==> config.mk <==
export PLATFORM = sky130hd
export DESIGN_NAME = dpram_host_master
export DESIGN_NICKNAME = d
export VERILOG_FILES = /design/src/rtl/dpram_host_master.sv
export SDC_FILE = /design/constraint.sdc
export NUM_CORES = 1
export LEC_CHECK = 0
export CAP_MARGIN = 30
export CORE_MARGIN = 2
export CORE_UTILIZATION = 46
export CTS_BUF_LIST = sky130_fd_sc_hd__clkbuf_4
export DETAILED_ROUTE_END_ITERATION = 8
export GPL_TIMING_DRIVEN = 0
export PLACE_DENSITY = 0.82
export SYNTH_ARGS = -nofsm -noshare
export SYNTH_HDL_FRONTEND = slang
export SYNTH_SLANG_ARGS = --single-unit
==> constraint.sdc <==
create_clock -name clk_i -period 2.4 [get_ports clk_i]
set_input_delay 0.6 -clock clk_i [delete_from_list [all_inputs] [get_ports clk_i]]
set_output_delay 0.6 -clock clk_i [all_outputs]
set_load 0.05 [all_outputs]
==> src/rtl/dpram_host_master.sv <==
// Port-1 initiator for the shared DPRAM multiply block.
// Sequence: write A and B, set start, poll STATUS, read Y, clear CONTROL.
module dpram_host_master #(
  parameter int unsigned POLL_LIMIT   = 256,
  parameter logic [3:0]  ADDR_CONTROL = 4'h0,
  parameter logic [3:0]  ADDR_STATUS  = 4'h1,
  parameter logic [3:0]  ADDR_A       = 4'h2,
  parameter logic [3:0]  ADDR_B       = 4'h3,
  parameter logic [3:0]  ADDR_Y       = 4'h4
) (
  input  logic        clk_i,
  input  logic        rst_i_n,
  input  logic        start_i,
  input  logic [31:0] a_i,
  input  logic [31:0] b_i,
  output logic        busy_o,
  output logic        done_o,
  output logic        timeout_o,
  output logic [31:0] y_o,
  output logic [3:0]  dpram_s1_addr_o,
  output logic        dpram_s1_clken_o,
  output logic        dpram_s1_write_en_o,
  output logic [31:0] dpram_s1_writedata_o,
  input  logic [31:0] dpram_s1_readdata_i
);

  typedef enum logic [3:0] {
    IDLE,
    WR_A,
    WR_B,
    WR_CTRL,
    POLL_RD,
    POLL_CHK,
    RD_Y,
    RD_Y_CAP,
    CLR_CTRL,
    DONE,
    ABORT
  } state_t;

  localparam logic [15:0] POLL_LAST = 16'(POLL_LIMIT - 1);

  state_t      state;
  logic [31:0] b_q;
  logic [15:0] poll_cnt;

  // A needs no separate holding register: the write-data register captures it
  // on the start edge and presents it during WR_A.
  always_ff @(posedge clk_i) begin
    if (!rst_i_n) begin
      state                <= IDLE;
      b_q                  <= '0;
      poll_cnt             <= '0;
      busy_o               <= 1'b0;
      done_o               <= 1'b0;
      timeout_o            <= 1'b0;
      y_o                  <= '0;
      dpram_s1_addr_o      <= '0;
      dpram_s1_clken_o     <= 1'b0;
      dpram_s1_write_en_o  <= 1'b0;
      dpram_s1_writedata_o <= '0;
    end else begin
      // NOTE: outputs are registered, so each branch loads the bus values that
      // belong to the state being entered; these defaults return the bus to 0.
      dpram_s1_addr_o      <= '0;
      dpram_s1_clken_o     <= 1'b0;
      dpram_s1_write_en_o  <= 1'b0;
      dpram_s1_writedata_o <= '0;
      done_o               <= 1'b0;
      timeout_o            <= 1'b0;

      case (state)
        IDLE: begin
          if (start_i) begin
            b_q                  <= b_i;
            poll_cnt             <= '0;
            busy_o               <= 1'b1;
            state                <= WR_A;
            dpram_s1_clken_o     <= 1'b1;
            dpram_s1_write_en_o  <= 1'b1;
            dpram_s1_addr_o      <= ADDR_A;
            dpram_s1_writedata_o <= a_i;
          end
        end

        WR_A: begin
          state                <= WR_B;
          dpram_s1_clken_o     <= 1'b1;
          dpram_s1_write_en_o  <= 1'b1;
          dpram_s1_addr_o      <= ADDR_B;
          dpram_s1_writedata_o <= b_q;
        end

        WR_B: begin
          state                <= WR_CTRL;
          dpram_s1_clken_o     <= 1'b1;
          dpram_s1_write_en_o  <= 1'b1;
          dpram_s1_addr_o      <= ADDR_CONTROL;
          dpram_s1_writedata_o <= 32'h1;
        end

        WR_CTRL: begin
          state            <= POLL_RD;
          dpram_s1_clken_o <= 1'b1;
          dpram_s1_addr_o  <= ADDR_STATUS;
        end

        POLL_RD: begin
          // Read data arrives one cycle after the access; check it next.
          state <= POLL_CHK;
        end

        POLL_CHK: begin
          if (dpram_s1_readdata_i[0]) begin
            state            <= RD_Y;
            dpram_s1_clken_o <= 1'b1;
            dpram_s1_addr_o  <= ADDR_Y;
          end else if (poll_cnt == POLL_LAST) begin
            state                <= ABORT;
            timeout_o            <= 1'b1;
            dpram_s1_clken_o     <= 1'b1;
            dpram_s1_write_en_o  <= 1'b1;
            dpram_s1_addr_o      <= ADDR_CONTROL;
            dpram_s1_writedata_o <= 32'h0;
          end else begin
            poll_cnt         <= poll_cnt + 16'd1;
            state            <= POLL_RD;
            dpram_s1_clken_o <= 1'b1;
            dpram_s1_addr_o  <= ADDR_STATUS;
          end
        end

        RD_Y: begin
          state <= RD_Y_CAP;
        end

        RD_Y_CAP: begin
          y_o                  <= dpram_s1_readdata_i;
          state                <= CLR_CTRL;
          dpram_s1_clken_o     <= 1'b1;
          dpram_s1_write_en_o  <= 1'b1;
          dpram_s1_addr_o      <= ADDR_CONTROL;
          dpram_s1_writedata_o <= 32'h0;
        end

        CLR_CTRL: begin
          state  <= DONE;
          done_o <= 1'b1;
        end

        DONE: begin
          state  <= IDLE;
          busy_o <= 1'b0;
        end

        ABORT: begin
          state  <= IDLE;
          busy_o <= 1'b0;
        end

        default: begin
          state  <= IDLE;
          busy_o <= 1'b0;
        end
      endcase
    end
  end

endmodule
==> summary.txt <==
Setup path
  – CP arrival: 1710 ps
  – R2R cell count: 5
  – Crit start category: flip-flop
  – Slowest CP cell: clkdlybuf4s50_1
  – Crit-path max cell delay: 820 ps
  – Critical path fanouts, max: 2
  – Top delay family on crit path: buffers and inverters
  – CP bufs+invs: 1
  – Reg2reg end: state[3]
  – Setup slack, reg-to-reg: 180 ps
  – Worst path cell trace: clkdlybuf4s50_1
  – R2r startpoint: poll_cnt[0]
  – Critical path class: flip-flop to primary output
  – Worst setup EP type: primary output
  – Crit path required time: 1800 ps

Detailed routing
  – Remaining antenna violation count: 0
  – WL final: 13700 µm
  – Drt drc: 0
  – DR iter-0 viols: 260
  – Vias after detailed routing: 4722
  – Avg WL per Cell: 15.4 µm
  – DRT Pass-1 Iters: 5
  – Vias per cell: 5.31

GRT
  – Antenna violations before repair: 0
  – Vias in the first global route: 4597
  – Grt ovf: 0
  – Total GRT Usage: 25.2%
  – Largest net degree at the start of global routing: 17
  – First-pass GRT wire length: 22200 µm

Timing
  – Final min period: 2310 ps
  – Clk_skew: 26.5 ps
  – Final setup violation count: 0
  – Slew headroom: 52.0%
  – Final Hold Vio Count: 0
  – Worst slew pin tran: 717 ps
  – Final period util: 96.3%
  – WHS: 461 ps
  – Unrepaired setup endpoints after global routing: no
  – Final Max Slew Viols: 0
  – Fmax: 433 MHz
  – Final setup TNS: 0 ps

Logic synthesis
  – Post-synthesis sequential area ratio: 52.8%
  – Area leader, netlist: dfxtp_1
  – Leading cell type by number of instances after synthesis: nand2_1
  – Share of flip-flops with an asynchronous set or reset: 0%
  – Mapped Nets: 654
  – Cells after Synth: 554
  – Synth top area share: 52.8%
  – Yosys warning count: 0
  – Register bit total from synthesis: 124
  – Top cells by area, synth: dfxtp_1 53%, nand2_1 11%, a21oi_1 9.1%, a22oi_1 5.0%, nor2_1 3.0%
  – Avg Cell Area, Syn: 8.48 µm²
  – Cell area after synthesis: 0.00470 mm²
  – Unique masters post-synth: 52
  – Commonest cells post-synth: 141 x nand2_1, 124 x dfxtp_1, 85 x a21oi_1
  – Primary FF master, synth: dfxtp_1
  – Number of flops mapped to enable cells by yosys: 0

Place
  – IO buf count: 170
  – Post-placement cell count: 857
  – Final Wtd Congestion: 0.873
  – DP HPWL: 10100 µm

CTS
  – CTS buffer count: 17
  – Root buffer cell: clkbuf_4
  – Worst-skew pair later-pin latency: 530 ps
  – CTS H-Tree Depth: 4
  – Post-CTS Hold Fix Bufs: 0
  – Number of post-CTS setup repair buffers: 0
  – Clock sink total: 124
  – CTS max path bufs: 2
  – CTS tree: yes
  – Clock-pin slew on the worst setup and hold paths: 120 ps

Final layout
  – Area Growth Syn to Fin: 45.4%
  – Inserted Diodes: 0
  – Finished Layout Cells: 889
  – Nets: 843
  – Fillers: 780
  – Layout cells sized above 1: 6.48%

Min path
  – Worst Hold End: y_o[20]
  – WHS Path Cells: 2
  – Start point of the worst hold path: y_o[20]
  – Hold/Removal Path Class: flip-flop to flip-flop

Power and ir drop
  – Gate power share: 17.5%
  – Cell Int Power: 2990 µW
  – Psw: 1320 µW
  – Max rail drop VDD: 0.362 mV
  – Clk pwr share: 31.7%
  – Total Power: 4310 µW
  – Sequential Power Share: 50.8%
  – Cell area power density: 631 mW/mm²
  – Sw Share: 30.7%
  – Leakage: 0.00239 µW

Die
  – Core box area: 0.00986 mm²
  – Die Y: 105 µm
  – Placement Rows: 36
  – Ports: 172
  – Die area: 0.0110 mm²
  – Initial Util: 47.6%
  – Die Wd: 105 µm

Status
  – Status: completed

Run
  – Max Cap Violations: 0
how the worst max path moves through the flow:
| stage | endpoint | cells past startpoint | startpoint | slack (ps) |
|---|---|---|---|---|
| finish | y_o[10] | 1 | y_o[10] | 90 |
| global route | state[1] | 6 | poll_cnt[0] | 0.03 |
| CTS | y_o[10] | 1 | y_o[10] | 30 |
| detailed placement | b_q[16] | 7 | start_i | -360 |
| global placement | dpram_s1_writedata_o[5] | 7 | start_i | -260 |
| floorplan | state[3] | 5 | poll_cnt[0] | 530 |
registers in the layout, indices dropped and copies added (netlist names):
signal	count
busy_o	1
timeout_o	1
dpram_s1_addr_o	3
poll_cnt	16
state	4
y_o	32
done_o	1
b_q	32
dpram_s1_clken_o	1
dpram_s1_writedata_o	32
dpram_s1_write_en_o	1
power groups by stage:
stage	logic, µW	registers, µW	clock network, µW
floorplan	262	2380	0
global placement	730	2240	0
detailed placement	747	2240	0
CTS	752	2190	1390
global route	815	2200	1480
finish	754	2190	1370
metrics by stage:
stage          setup slack (ps)  utilization [%]  area, µm²
2_1_floorplan               529                -       4700
3_3_place_gp               -256             66.6       6570
3_5_place_dp               -362             66.6       6570
4_1_cts                    28.4             69.2       6830
5_1_grt                  0.0284             69.3       6830
6_report                   89.7             69.3       6830
final cells by class:
type	count	area [µm²]	area share, %
Clock inverter	15	136	2.00
Multi-Input combinational cell	386	2030	29.7
Tap cell	133	166	2.44
Inverter	6	22.5	0.330
Clock buffer	17	128	1.87
Timing Repair Buffer	170	1700	24.9
Buffer	38	169	2.47
Sequential cell	124	2480	36.3
layout by cell type, fill, tap and decap left out, types with 2 or more instances in the layout:
cell type,instances
clkdlybuf4s50_1,170
nand2_1,141
dfxtp_1,124
a21oi_1,85
nor2_1,37
clkbuf_1,32
a22oi_1,31
clkbuf_4,17
o31ai_1,9
or4_1,8
nand3_1,7
nor3_1,6
inv_1,6
o21ai_0,6
nand2b_1,5
inv_6,5
and3_1,4
or3_1,4
mux2i_1,4
clkinv_2,4
or4_4,3
clkinvlp_4,3
clkbuf_8,2
and2_1,2
nor4_4,2
nor4_1,2
and4_1,2
a211oi_1,2
metal layers:
layer  vias to the layer above  GRT usage, %  part of all wire, %
li1                       2306             -                    -
met1                      2199          30.0                   40
met2                       196          43.4                   51
met4                         0          9.43                  2.0
met3                        21          6.61                  7.5
met5                         -             0                    0
cell families (layout without fill, tap and decap cells):
| kind of cell | Yosys count | after routing | share of synthesized area [%] |
|---|---|---|---|
| AO/OA/AOI/OAI | 144 | 144 | 18.3 |
| other | 1 | 1 | 0.0798 |
| buffers and inverters | 44 | 246 | 4.05 |
| AND/OR/NAND/NOR | 236 | 236 | 23.6 |
| multiplexers | 4 | 4 | 0.852 |
| flip-flops | 124 | 124 | 52.8 |
| adder cells (fa/ha/maj) | 1 | 1 | 0.266 |
repair_timing:
action | 4_1_cts | 5_1_grt
gates resized for setup | 0 | 2
endpoints found under the setup margin | 0 | 10
endpoints found under the hold margin | 0 | 0
Note: power is estimated with default switching activity, not from simulation.
